==> config.mk <==
export PLATFORM = sky130hd
export DESIGN_NAME = traffic_phase_controller
export DESIGN_NICKNAME = d
export VERILOG_FILES = /design/src/rtl/traffic_phase_controller_pkg.sv /design/src/rtl/traffic_phase_controller_tick_gen.sv /design/src/rtl/traffic_phase_controller.sv
export SDC_FILE = /design/constraint.sdc
export NUM_CORES = 1
export LEC_CHECK = 0
export CORE_AREA = 2 2 54 66
export CTS_BUF_LIST = sky130_fd_sc_hd__clkbuf_8
export CTS_CLUSTER_SIZE = 14
export DETAILED_ROUTE_END_ITERATION = 12
export DIE_AREA = 0 0 56 68
export PLACE_DENSITY_LB_ADDON = 0.15
export RECOVER_POWER = 25
export SETUP_SLACK_MARGIN = 0.02
export SYNTH_ARGS = -nofsm -noshare
export SYNTH_HDL_FRONTEND = slang
export SYNTH_SLANG_ARGS = --single-unit
==> constraint.sdc <==
create_clock -name clk -period 2.81 [get_ports clk]
set_clock_uncertainty 0.1 [all_clocks]
set_input_delay 0.562 -clock clk [delete_from_list [all_inputs] [get_ports clk]]
set_output_delay 0.562 -clock clk [all_outputs]
set_load 0.05 [all_outputs]
==> src/rtl/traffic_phase_controller_pkg.sv <==
`default_nettype none
// ============================================================================
// Module   : tlc_pkg
// Brief    : Shared types, default timing constants and phase-scan helper for
//            the traffic phase controller.
// Revision : 1.0 - initial release
// ============================================================================
package tlc_pkg;

    typedef enum logic [1:0] {
        ALL_RED = 2'd0,
        GREEN   = 2'd1,
        YELLOW  = 2'd2,
        FLASH   = 2'd3
    } state_t;

    localparam int unsigned C_DEF_TICK_DIV     = 10;
    localparam int unsigned C_DEF_GREEN_TICKS  = 6;
    localparam int unsigned C_DEF_YELLOW_TICKS = 2;
    localparam int unsigned C_DEF_ALLRED_TICKS = 1;
    localparam int unsigned C_MAX_PHASES       = 8;

    // Cyclic scan for the first latched phase after 'current'; phase 0 if none.
    function automatic logic [2:0] next_phase(
        input logic [7:0]  latches,
        input logic [2:0]  current,
        input int unsigned num_phases
    );
        logic [2:0]  result;
        logic        found;
        int unsigned q;
        result = 3'd0;
        found  = 1'b0;
        for (int unsigned k = 1; k < C_MAX_PHASES; k++) begin
            q = (32'(current) + k) % num_phases;
            if (!found && (k < num_phases) && latches[q[2:0]]) begin
                result = q[2:0];
                found  = 1'b1;
            end
        end
        return result;
    endfunction

endpackage
`default_nettype wire

==> src/rtl/traffic_phase_controller_tick_gen.sv <==
`default_nettype none
// ============================================================================
// Module   : tick_gen
// Brief    : Prescaler producing a one-cycle tick every DIV clock cycles.
// Revision : 1.0 - initial release
// ============================================================================
module tick_gen #(
    parameter int unsigned DIV = 10
) (
    input  logic clk,
    input  logic rst,
    output logic tick
);

    generate
        if (DIV == 1) begin : g_div_one
            logic r_tick;
            always_ff @(posedge clk) begin
                if (rst) r_tick <= 1'b0;
                else     r_tick <= 1'b1;
            end
            assign tick = r_tick;
        end else begin : g_div_n
            localparam int unsigned C_CNT_W = $clog2(DIV);
            localparam logic [C_CNT_W-1:0] C_LAST = C_CNT_W'(DIV - 1);
            logic [C_CNT_W-1:0] r_count;
            always_ff @(posedge clk) begin
                if (rst || (r_count == C_LAST)) r_count <= '0;
                else                            r_count <= r_count + C_CNT_W'(1);
            end
            assign tick = (r_count == C_LAST);
        end
    endgenerate

endmodule
`default_nettype wire

==> src/rtl/traffic_phase_controller.sv <==
`default_nettype none
// ============================================================================
// Module   : traffic_phase_controller
// Brief    : Demand-actuated N-phase signal sequencer (GREEN/YELLOW/ALL_RED).
//            Define TLC_FLASH_EN to add the flash_req input and FLASH state.
// Revision : 1.0 - initial release
// ============================================================================
module traffic_phase_controller
    import tlc_pkg::*;
#(
    parameter int unsigned NUM_PHASES   = 4,
    parameter int unsigned TICK_DIV     = C_DEF_TICK_DIV,
    parameter int unsigned GREEN_TICKS  = C_DEF_GREEN_TICKS,
    parameter int unsigned YELLOW_TICKS = C_DEF_YELLOW_TICKS,
    parameter int unsigned ALLRED_TICKS = C_DEF_ALLRED_TICKS,
    parameter int unsigned TIMER_W      = 6
) (
    input  logic                          clk,
    input  logic                          rst,
`ifdef TLC_FLASH_EN
    input  logic                          flash_req,
`endif
    input  logic [NUM_PHASES-1:0]         demand,
    output logic [NUM_PHASES-1:0]         red,
    output logic [NUM_PHASES-1:0]         yellow,
    output logic [NUM_PHASES-1:0]         green,
    output logic [$clog2(NUM_PHASES)-1:0] phase,
    output logic [TIMER_W-1:0]            timer,
    output logic                          tick
);

    localparam int unsigned C_PHASE_W = $clog2(NUM_PHASES);
    localparam logic [TIMER_W-1:0] C_GREEN_LD  = TIMER_W'(GREEN_TICKS - 1);
    localparam logic [TIMER_W-1:0] C_YELLOW_LD = TIMER_W'(YELLOW_TICKS - 1);
    localparam logic [TIMER_W-1:0] C_ALLRED_LD = TIMER_W'(ALLRED_TICKS - 1);

    state_t                  r_state, w_state;
    logic [TIMER_W-1:0]      r_timer, w_timer;
    logic [C_PHASE_W-1:0]    r_phase, w_phase, w_target;
    logic [NUM_PHASES-1:0]   r_latch, w_latch;
    logic                    r_force_main, w_force_main;
    logic                    w_enter_green;
    logic                    w_unused_demand0;
`ifdef TLC_FLASH_EN
    logic                    r_flash_yel, w_flash_yel;
`endif

    assign w_unused_demand0 = demand[0];

    tick_gen #(.DIV(TICK_DIV)) u_tick_gen (
        .clk  (clk),
        .rst  (rst),
        .tick (tick)
    );

    always_ff @(posedge clk) begin
        if (rst) begin
            r_state      <= ALL_RED;
            r_timer      <= C_ALLRED_LD;
            r_phase      <= '0;
            r_latch      <= '0;
            r_force_main <= 1'b1;
`ifdef TLC_FLASH_EN
            r_flash_yel  <= 1'b0;
`endif
        end else begin
            r_state      <= w_state;
            r_timer      <= w_timer;
            r_phase      <= w_phase;
            r_latch      <= w_latch;
            r_force_main <= w_force_main;
`ifdef TLC_FLASH_EN
            r_flash_yel  <= w_flash_yel;
`endif
        end
    end

    // r_force_main steers the first green after reset or flash exit to phase 0.
    always_comb begin
        w_state       = r_state;
        w_timer       = r_timer;
        w_phase       = r_phase;
        w_force_main  = r_force_main;
        w_enter_green = 1'b0;
`ifdef TLC_FLASH_EN
        w_flash_yel   = r_flash_yel;
`endif
        w_target = r_force_main ? '0 :
                   C_PHASE_W'(next_phase(8'(r_latch), 3'(r_phase), NUM_PHASES));
        if (tick) begin
`ifdef TLC_FLASH_EN
            if (flash_req && (r_state != FLASH)) begin
                w_state     = FLASH;
                w_timer     = '0;
                w_phase     = '0;
                w_flash_yel = 1'b1;
            end else
`endif
            case (r_state)
                ALL_RED: begin
                    if (r_timer == '0) begin
                        w_state       = GREEN;
                        w_phase       = w_target;
                        w_timer       = C_GREEN_LD;
                        w_force_main  = 1'b0;
                        w_enter_green = 1'b1;
                    end else begin
                        w_timer = r_timer - TIMER_W'(1);
                    end
                end
                GREEN: begin
                    if (r_timer != '0) begin
                        w_timer = r_timer - TIMER_W'(1);
                    end else if ((r_phase != '0) || (|r_latch)) begin
                        w_state = YELLOW;
                        w_timer = C_YELLOW_LD;
                    end
                end
                YELLOW: begin
                    if (r_timer == '0) begin
                        w_state = ALL_RED;
                        w_timer = C_ALLRED_LD;
                    end else begin
                        w_timer = r_timer - TIMER_W'(1);
                    end
                end
`ifdef TLC_FLASH_EN
                FLASH: begin
                    if (flash_req) begin
                        w_flash_yel = ~r_flash_yel;
                    end else begin
                        w_state      = ALL_RED;
                        w_timer      = C_ALLRED_LD;
                        w_phase      = '0;
                        w_force_main = 1'b1;
                    end
                end
`endif
                default: begin
                    w_state = ALL_RED;
                    w_timer = C_ALLRED_LD;
                end
            endcase
        end

        // Demand for the phase being served is dropped from entry until green ends.
        w_latch = '0;
        for (int i = 1; i < NUM_PHASES; i++) begin
            if (w_enter_green && (w_phase == C_PHASE_W'(i)))
                w_latch[i] = 1'b0;
            else if ((r_state == GREEN) && (r_phase == C_PHASE_W'(i)))
                w_latch[i] = r_latch[i];
            else
                w_latch[i] = r_latch[i] | demand[i];
        end
    end

    always_comb begin
        red    = '1;
        yellow = '0;
        green  = '0;
        for (int i = 0; i < NUM_PHASES; i++) begin
            if (r_phase == C_PHASE_W'(i)) begin
                if (r_state == GREEN) begin
                    red[i]   = 1'b0;
                    green[i] = 1'b1;
                end else if (r_state == YELLOW) begin
                    red[i]    = 1'b0;
                    yellow[i] = 1'b1;
                end
            end
        end
`ifdef TLC_FLASH_EN
        if (r_state == FLASH) begin
            red    = '0;
            green  = '0;
            yellow = {NUM_PHASES{r_flash_yel}};
        end
`endif
    end

    assign phase = r_phase;
    assign timer = r_timer;

endmodule
`default_nettype wire

==> flow_summary.ini <==
[setup_path]
r2r_end = phase[0]
reg2reg_depth = 7
crit_arrival_ps = 1950
worst_ep_required_time_ps = 2150
cp_top_family = buffers and inverters
critPathBufInv = 2
max_stage_delay_ps = 790
reg2reg_slack_ps = 370
cp_max_fo = 8
r2r_start = phase[1]
critPathCaptureType = output port
path_class = flop to output port
worst_setup_path_start_kind = flop
cp_slowest_cell = clkdlybuf4s50_1
crit_chain = inv_1, ha_1, nand2_1, clkdlybuf4s50_1

[power]
total_power_uw = 521
p_comb_share_pct = 7.9
p_seq_share_pct = 52.2
p_clk_share_pct = 39.9
p_int_uw = 407
p_leak_nw = 0.638
irDropWorstVdd_v = 0.000206
switchingPower_uw = 114
power_density_nw_per_um2 = 345
swShare_pct = 22.0

[clock_tree]
postCtsSetupBuffers = 0
clock_latency_ps = 250
hold_buffers = 0
numCtsBuffers = 3
cts_sinks = 18
cts_resized = 0
cts_tree = yes
cts.clk_slew.worst_paths_ps = 70
cts_root_buffer = clkbuf_8
clk_path_buf_depth = 2
htree_num_levels = 1

[placement]
pre_cts_ws_ps = 379
place.gp.congestion = 0.804
dpl-instance-area_um2 = 1470
io_buffers = 25
dp.final_hpwl_um = 2110

[min_path]
min_to = r_force_main
hp-start = r_force_main
worstHoldPathType = flop to flop
whs_path_depth = 2

[timing]
post-route-min-period_ps = 2610
rsz0062_at_grt = no
fmax_ghz = 0.383
tightest_slew_ps = 719
hold_viol = 0
maxSlewViolCount = 0
slew_headroom_pct = 52.0
period_share_pct = 93.0
finalSetupViolCount = 0
layout_setup_ws_ps = 198
whs_ps = 398
fin_tns_setup_ps = 0

[detailed_routing]
ant_nets = 0
drt_iter0_markers = 8
vias = 1083
totalWireLength_um = 2630
dr.pass1.iters = 4
drc = 0
viasPerCell = 5.21
post_drt_wl_per_cell_um = 12.7

[grt]
grt_pass1_vias = 1103
grt_max_degree = 15
antenna_found_initial = 0
grt_pass1_wl_um = 4540
grt_usage_pct = 15.0
grt_overflow_total = 0

[outcome]
status = finished, final reports clean

[logic_synthesis]
ys.flop_type = dfxtp_1
yosys-top-cells-area = dfxtp_1 30%, ha_1 11%, nand2_1 4.7%, nor2_1 4.7%, inv_1 4.4%
synth_cell_types = 37
syn_area_um2 = 1200
synthMostInstantiatedCell = dfxtp_1
avgSynthCellArea_um2 = 8.43
synthesis.nets = 160
async_reset_ff_share_pct = 0
ys_seq_elements = 18
netlist_top_cells_count = 18 x dfxtp_1, 15 x nand2_1, 15 x nor2_1
yosysTopAreaCellShare_pct = 29.9
synth_edf_count = 0
synthCells = 143
synth_seq_area_share_pct = 29.9
yosysWarningCount = 0
synth_top_area_cell = dfxtp_1

[finish]
syn2layout_area_growth_pct = 25.4
finalInstanceArea_um2 = 1510
nNetsFinal = 189
antennaDiodeCount = 0
drive_gt1_share_pct = 7.02

[die]
die_area_um2 = 3810
ios = 27
die_height_um = 68
start_util_pct = 37.4
core_area_um2 = 3220
fp.dieW_um = 56
fp-row-count = 23

[job]
max_cap_viol_count = 0
-- power by group through the flow --
stage,clock network (mW),logic [mW],registers [mW]
after floorplan,0,0.0326,0.275
after global placement,0,0.0395,0.277
after detailed placement,0,0.0417,0.278
after CTS,0.220,0.0419,0.272
after global routing,0.230,0.0463,0.273
final,0.208,0.0410,0.272
-- kinds of logic after synthesis --
logic type / Yosys count / synth area share (%)
fa+ha+maj: 11 / 11.4
simple gates: 57 / 27.0
compound gates: 31 / 16.9
xor+xnor: 5 / 3.63
flops: 18 / 29.9
buf+inv: 17 / 7.79
mux: 4 / 3.32
-- through the flow --
| stage | util [%] | instances |
|---|---|---|
| after floorplan | - | 143 |
| after global placement | 45.6 | 204 |
| after detailed placement | 45.6 | 204 |
| after CTS | 47.3 | 208 |
| after global routing | 46.9 | 208 |
| final | 46.9 | 208 |
-- cell usage in the layout, fill, tap and decap left out, types with 5 or more instances in the layout --
| cell type | instances |
|---|---|
| a21oi_1 | 9 |
| dfxtp_1 | 18 |
| and2_1 | 5 |
| xnor2_1 | 5 |
| inv_1 | 14 |
| nor2_1 | 15 |
| clkdlybuf4s50_1 | 20 |
| ha_1 | 11 |
| a211oi_1 | 5 |
| o21ai_0 | 6 |
| nand2_1 | 15 |
-- sequential cells by signal, indices dropped and copies added (netlist names) --
name	count
u_tick_gen.g_div_n.r_count	4
r_state	2
r_force_main	1
r_latch	3
timer	6
phase	2
-- worst reg2reg max path: stages, from the launching register on --
cell	delay [ps]
dfxtp_1	470
inv_1	140
ha_1	330
nand2b_1	200
a41o_1	240
a32o_2	250
or4_1	470
a31oi_1	170
-- area by class of cell --
type	instances	area [um^2]
well taps	37	46.3
repair buffers	27	253
clock buffers	4	55.1
multi-input cells	108	744
fillers	332	1710
flip-flops and latches	18	360
inverters	14	52.6
-- layer usage --
layer / GRT usage [%] / vias to the layer above / share of wire (%)
met4: 6.85 / 0 / 0.76
met3: 2.84 / 2 / 3.3
met2: 28.4 / 23 / 52
met5: 0 / - / 0
met1: 16.2 / 500 / 44
li1: - / 558 / -
-- how the worst max path moves through the flow --
stage,cells after the start,slack (ps),startpoint,endpoint
detailed placement,7,380,phase[1],phase[0]
global route,4,50,phase[1],red[1]
floorplan,8,150,phase[0],timer[4]
finish,4,200,phase[1],red[1]
global placement,7,420,phase[1],phase[0]
CTS,4,160,phase[1],red[1]
Note: power is estimated with default switching activity, not from simulation.
